$ cat config.mk
export PLATFORM = sky130hd
export DESIGN_NAME = fifo_packet_reader
export DESIGN_NICKNAME = d
export VERILOG_FILES = /design/src/rtl/fifo_packet_reader.sv
export SDC_FILE = /design/constraint.sdc
export NUM_CORES = 1
export LEC_CHECK = 0
export CAP_MARGIN = 0
export CORE_MARGIN = 1
export CORE_UTILIZATION = 34
export DETAILED_ROUTE_END_ITERATION = 16
export GPL_ROUTABILITY_DRIVEN = 0
export PLACE_DENSITY = 0.58
export SLEW_MARGIN = 20
export SYNTH_ARGS = -nofsm -noshare
export SYNTH_HDL_FRONTEND = slang
export SYNTH_SLANG_ARGS = --single-unit
$ cat constraint.sdc
create_clock -name clk -period 2.1 [get_ports clk]
set_input_delay 0.21 -clock clk [delete_from_list [all_inputs] [get_ports clk]]
set_output_delay 0.21 -clock clk [all_outputs]
set_load 0.01 [all_outputs]
$ cat src/rtl/fifo_packet_reader.sv
// Drains the packet FIFO into a valid/ready stream through a 2-entry skid buffer, with framing checks.
// Optional framing checks (drops, forced EOP, sticky o_err) are enabled by FIFO_PACKET_READER_ERR_CHECK_EN.
module fifo_packet_reader #(
   parameter int unsigned DATA_LINE_WIDTH    = 64,
   parameter int unsigned CONTROL_LINE_WIDTH = 6,
   parameter int unsigned MAX_PKT_BEATS      = 16
) (
   input  logic                                        clk,
   input  logic                                        rst_n,
   input  logic                                        i_empty_flag,
   output logic                                        o_read_packet_en,
   input  logic [DATA_LINE_WIDTH+CONTROL_LINE_WIDTH-1:0] i_read_packet,
   output logic [DATA_LINE_WIDTH-1:0]                  o_data,
   output logic [CONTROL_LINE_WIDTH-3:0]               o_ctrl,
   output logic                                        o_sop,
   output logic                                        o_eop,
   output logic                                        o_valid,
   input  logic                                        i_ready,
   output logic [15:0]                                 o_pkt_count,
   output logic                                        o_err
);
   localparam int unsigned LW = DATA_LINE_WIDTH + CONTROL_LINE_WIDTH;

   logic                          in_sop, in_eop;
   logic [CONTROL_LINE_WIDTH-3:0] in_side;
   logic [DATA_LINE_WIDTH-1:0]    in_data;
   logic [LW-1:0]                 ent0_q, ent0_d, ent1_q, ent1_d, wr_line;
   logic [1:0]                    occ_q, occ_d;
   logic                          inflight_q;
   logic [15:0]                   cnt_q;
   logic                          wr_en, wr_eop, push, deq;
   logic [2:0]                    credit_use;

   assign in_sop  = i_read_packet[LW-1];
   assign in_eop  = i_read_packet[LW-2];
   assign in_side = i_read_packet[LW-3:DATA_LINE_WIDTH];
   assign in_data = i_read_packet[DATA_LINE_WIDTH-1:0];

   // Buffer entries keep the line layout, with the EOP bit possibly forced.
   assign wr_line = {in_sop, wr_eop, in_side, in_data};
   assign push    = inflight_q && wr_en;
   assign o_valid = (occ_q != 2'd0);
   assign {o_sop, o_eop, o_ctrl, o_data} = ent0_q;
   assign deq     = o_valid && i_ready;
   assign o_pkt_count = cnt_q;

   // Slots committed after this edge: buffered + arriving - leaving must stay below 2 to pop.
   assign credit_use = {1'b0, occ_q} + {2'b00, inflight_q} - {2'b00, deq};
   assign o_read_packet_en = rst_n && !i_empty_flag && (credit_use < 3'd2);

   always_comb begin
      ent0_d = ent0_q;
      ent1_d = ent1_q;
      occ_d  = occ_q;
      if (deq) begin
         ent0_d = ent1_q;
         occ_d  = occ_d - 2'd1;
      end
      if (push) begin
         if (occ_d == 2'd0) ent0_d = wr_line;
         else               ent1_d = wr_line;
         occ_d = occ_d + 2'd1;
      end
   end

   always_ff @(posedge clk or negedge rst_n) begin
      if (!rst_n) begin
         ent0_q     <= '0;
         ent1_q     <= '0;
         occ_q      <= 2'd0;
         inflight_q <= 1'b0;
         cnt_q      <= 16'd0;
      end else begin
         ent0_q     <= ent0_d;
         ent1_q     <= ent1_d;
         occ_q      <= occ_d;
         inflight_q <= o_read_packet_en;
         if (deq && o_eop) cnt_q <= cnt_q + 16'd1;
      end
   end

`ifdef FIFO_PACKET_READER_ERR_CHECK_EN
   typedef enum logic {IDLE, IN_PKT} state_t;
   state_t     state_q, state_d;
   logic [7:0] beat_q, beat_d;
   logic       err_q, err_d;

   always_ff @(posedge clk or negedge rst_n) begin
      if (!rst_n) begin
         state_q <= IDLE;
         beat_q  <= 8'd0;
         err_q   <= 1'b0;
      end else begin
         state_q <= state_d;
         beat_q  <= beat_d;
         err_q   <= err_d;
      end
   end

   always_comb begin
      state_d = state_q;
      beat_d  = beat_q;
      err_d   = err_q;
      wr_en   = 1'b0;
      wr_eop  = in_eop;
      if (inflight_q) begin
         case (state_q)
            IDLE: begin
               if (!in_sop) begin
                  err_d = 1'b1;
               end else begin
                  wr_en = 1'b1;
                  if (!in_eop) begin
                     state_d = IN_PKT;
                     beat_d  = 8'd1;
                  end
               end
            end
            default: begin
               wr_en = 1'b1;
               if (in_sop) begin
                  // Restart framing on the new SOP; the old packet stays unterminated.
                  err_d  = 1'b1;
                  beat_d = 8'd1;
                  if (in_eop) state_d = IDLE;
               end else if (in_eop) begin
                  state_d = IDLE;
                  beat_d  = 8'd0;
               end else if (beat_q + 8'd1 == 8'(MAX_PKT_BEATS)) begin
                  wr_eop  = 1'b1;
                  err_d   = 1'b1;
                  state_d = IDLE;
                  beat_d  = 8'd0;
               end else begin
                  beat_d = beat_q + 8'd1;
               end
            end
         endcase
      end
   end

   assign o_err = err_q;
`else
   logic unused_max_beats;
   assign unused_max_beats = ^MAX_PKT_BEATS;
   assign wr_en  = 1'b1;
   assign wr_eop = in_eop;
   assign o_err  = 1'b0;
`endif
endmodule

==> impl_metrics.toml <==
[synthesis]
synth_edf_count = 0
synth_cell_types = 34
yosysMostFrequentCell = "dfrtp_1"
synth.yosys.warnings = 0
synth_area_sq_um = 6803
synthesis.nets = 614
seq_area_frac_synth_pct = 58.49
yosysTopAreaCell = "dfrtp_1"
synth_seq_cells = 159
synth_flop_cell = "dfrtp_1"
synthArstFlopShare_pct = 100.0
yosysTopAreaCellShare_pct = 58.49
yosys-top-cells-count = "dfrtp_1, nand2_1, o21ai_0, mux2i_1, mux2_2"
synth_area_leaders = "dfrtp_1, mux2_2, mux2i_1, o21ai_0, nand2_1"
synth_area_per_cell_sq_um = 12.72
postSynthCellCount = 535

[finish]
final_nets = 836
syn_to_final_growth_pct = 65.53
final_util_pct = 57.67
diodes = 0
stdcell_count = 1035
final_cell_area_sq_um = 11260
drive_gt1_share_pct = 39.61

[clocking]
cts_buffers = 17
cts_tree = "done"
cts_hold_buffers = 0
cts.sinks = 159
h-tree-depth = 4
clock-root-buffer = "clkbuf_16"
clk_latency_ns = 0.42
clk_pin_slew_ns = 0.07
clk_path_buf_depth = 2

[placed_design]
dp_cells = 948
post_dp_cell_area_sq_um = 8783
io_buffer_count = 161
place_hpwl_um = 9826

[timing]
rsz0062_at_grt = "yes"
min_period_ns = 2.625
fin_setup_tns_ns = -19.25
setup_violations = 123
relSlewSlack_pct = 40.93
report.final.slew_viol_count = 0
whs_ns = -0.06050
worst_slew_pin_slew_ns = 0.8861
setup_ws_ns = -0.5252
fmax_ghz = 0.3809
hold_viol = 70
fin_worst_skew_ns = 0.01153
fin_crit_sh_pct = 125.0

[global_route]
grt_use_met2_pct = 31.73
antenna_found_initial = 0
grtUsageMet3_pct = 4.332
track_usage_pct = 18.60
grt_util_met1_pct = 23.07
grt_pass1_vias = 5126
grt-busiest-layer = "met2"
overflow = 0
grt_pass1_wl_um = 28410
grt_max_degree = 160

[drt]
drt_wl_total_um = 19900
post_drt_via_cell_ratio = 4.864
dr.pass1.iters = 4
drt.antenna.violating_nets = 0
drcViolationCount = 0
wl_per_cell_um = 19.22
vias = 5034
dr.first_iter.drc_count = 147

[setup_path]
critical_path_required_ns = 1.89
crit_path_top_delay_cell = "dfrtp_2"
critPathLaunch = "occ_q[1]"
critPathBufInv = 3
critPathMaxFanout = 2
startpoint_type = "register"
rr_worst_depth = 13
crit_chain = "inv_2 -> ha_4 -> nand2b_4 -> inv_4 -> ha_4 -> nand2b_4 -> fa_2 -> xor2_2 -> nor3_4 -> buf_6"
regToRegEndpoint = "ent1_q[59]"
crit_arrival_ns = 2.42
critPathMaxStageDelay_ns = 0.41
critPathCaptureType = "output port"
worst-r2r-setup-slack_ns = -0.25
crit_type = "reg2out"
r2r-start = "occ_q[1]"
path_delay_family = "adder cells"

[floorplan]
die_y_um = 143.5
io_pins = 163
die_area_sq_um = 20580
start_util_pct = 34.84
dieWidth_um = 143.5
core_area_sq_um = 19530
rows = 51

[power]
peakVddDrop_v = 0.0006470
power.density_nw_per_um2 = 1491
total_leakage_power_nw = 5.153

[run_status]
violations = "negative hold slack, negative setup slack"
status = "finished with violations"

[job]
cap_violations = 0

[hold_path]
hold_path_class = "in2async"
where the power goes:
group,switching (mW),total (mW),internal (mW)
Combinational,3.19,8.17,4.98
Sequential,0.825,5.36,4.54
Clock,1.29,3.26,1.97
Total,5.30,16.8,11.5
registers in the layout, indices dropped and copies added, names as in the netlist:
register     flops
inflight_q       1
o_pkt_count     16
ent1_q          70
ent0_q          70
occ_q            2
cells by family (layout without fill, tap and decap cells):
kind of cell	after synthesis	in the layout	synth area share [%]
AOI/OAI and AO/OA	72	72	5.297
xor gates and xnor gates	18	18	2.317
adders and majority gates	5	5	1.030
buffers and inverters	38	271	3.826
DFF	159	159	58.49
muxes	141	141	22.05
other	1	1	0.05512
and+or+nand+nor	101	103	6.934
repair_timing:
item / in CTS / in global routing
setup endpoints to repair: 142 / 141
buffers inserted: 9 / 21
pin swaps: 3 / 67
gates resized for setup: 26 / 309
cloned: 19 / 12
metal layers:
layer | wire length [um] | vias up
met5 | 0 | -
li1 | - | 2309
met2 | 10140 | 106
met4 | 225 | 0
met1 | 8760 | 2602
met3 | 768 | 17
worst max-delay path by stage:
stage / to / slack [ns] / depth (start not counted)
final: o_read_packet_en / -0.53 / 10
after floorplan: o_read_packet_en / -0.12 / 10
after CTS: o_read_packet_en / -0.55 / 10
after global routing: o_read_packet_en / -0.64 / 10
after detailed placement: o_read_packet_en / -0.67 / 9
after global placement: o_read_packet_en / -0.68 / 9
cell usage in the layout, fill, tap and decap left out, types with 2 or more instances in the layout:
| cell type | instances |
|---|---|
| and2_1 | 2 |
| o21ai_2 | 48 |
| nand2b_4 | 2 |
| clkinvlp_4 | 4 |
| nand2_2 | 29 |
| buf_8 | 6 |
| clkdlybuf4s50_1 | 159 |
| buf_12 | 15 |
| nor2_4 | 2 |
| ha_4 | 3 |
| clkbuf_8 | 3 |
| mux2_4 | 70 |
| xor2_1 | 4 |
| mux2i_1 | 70 |
| o21ai_1 | 21 |
| o21ai_0 | 2 |
| inv_2 | 2 |
| nand4_1 | 2 |
| buf_16 | 14 |
| buf_6 | 13 |
| nand3_1 | 5 |
| dfrtp_1 | 158 |
| clkinv_2 | 2 |
| xnor2_1 | 12 |
| and2_4 | 3 |
| clkbuf_16 | 26 |
| nor2_1 | 2 |
| nand2_4 | 28 |
| nand2_1 | 18 |
| and3_1 | 2 |
| inv_1 | 4 |
| bufinv_16 | 3 |
| inv_6 | 2 |
| buf_4 | 15 |
area by class of cell:
class / count / area (sq um)
multi-input cells: 340 / 3413
fillers: 1565 / 8265
inverters: 7 / 28.78
well taps: 265 / 331.6
clock inverters: 12 / 156.4
repair buffers: 232 / 2884
clock buffers: 20 / 466.7
flip-flops and latches: 159 / 3980
stage by stage:
| step | setup WS (ns) | power (mW) |
|---|---|---|
| after floorplan | -0.1163 | 8.365 |
| after global placement | -0.6822 | 10.60 |
| after detailed placement | -0.6719 | 10.82 |
| after CTS | -0.5473 | 15.09 |
| after global routing | -0.6368 | 17.70 |
| final | -0.5252 | 16.79 |
Power figures use the tool's default switching activity.
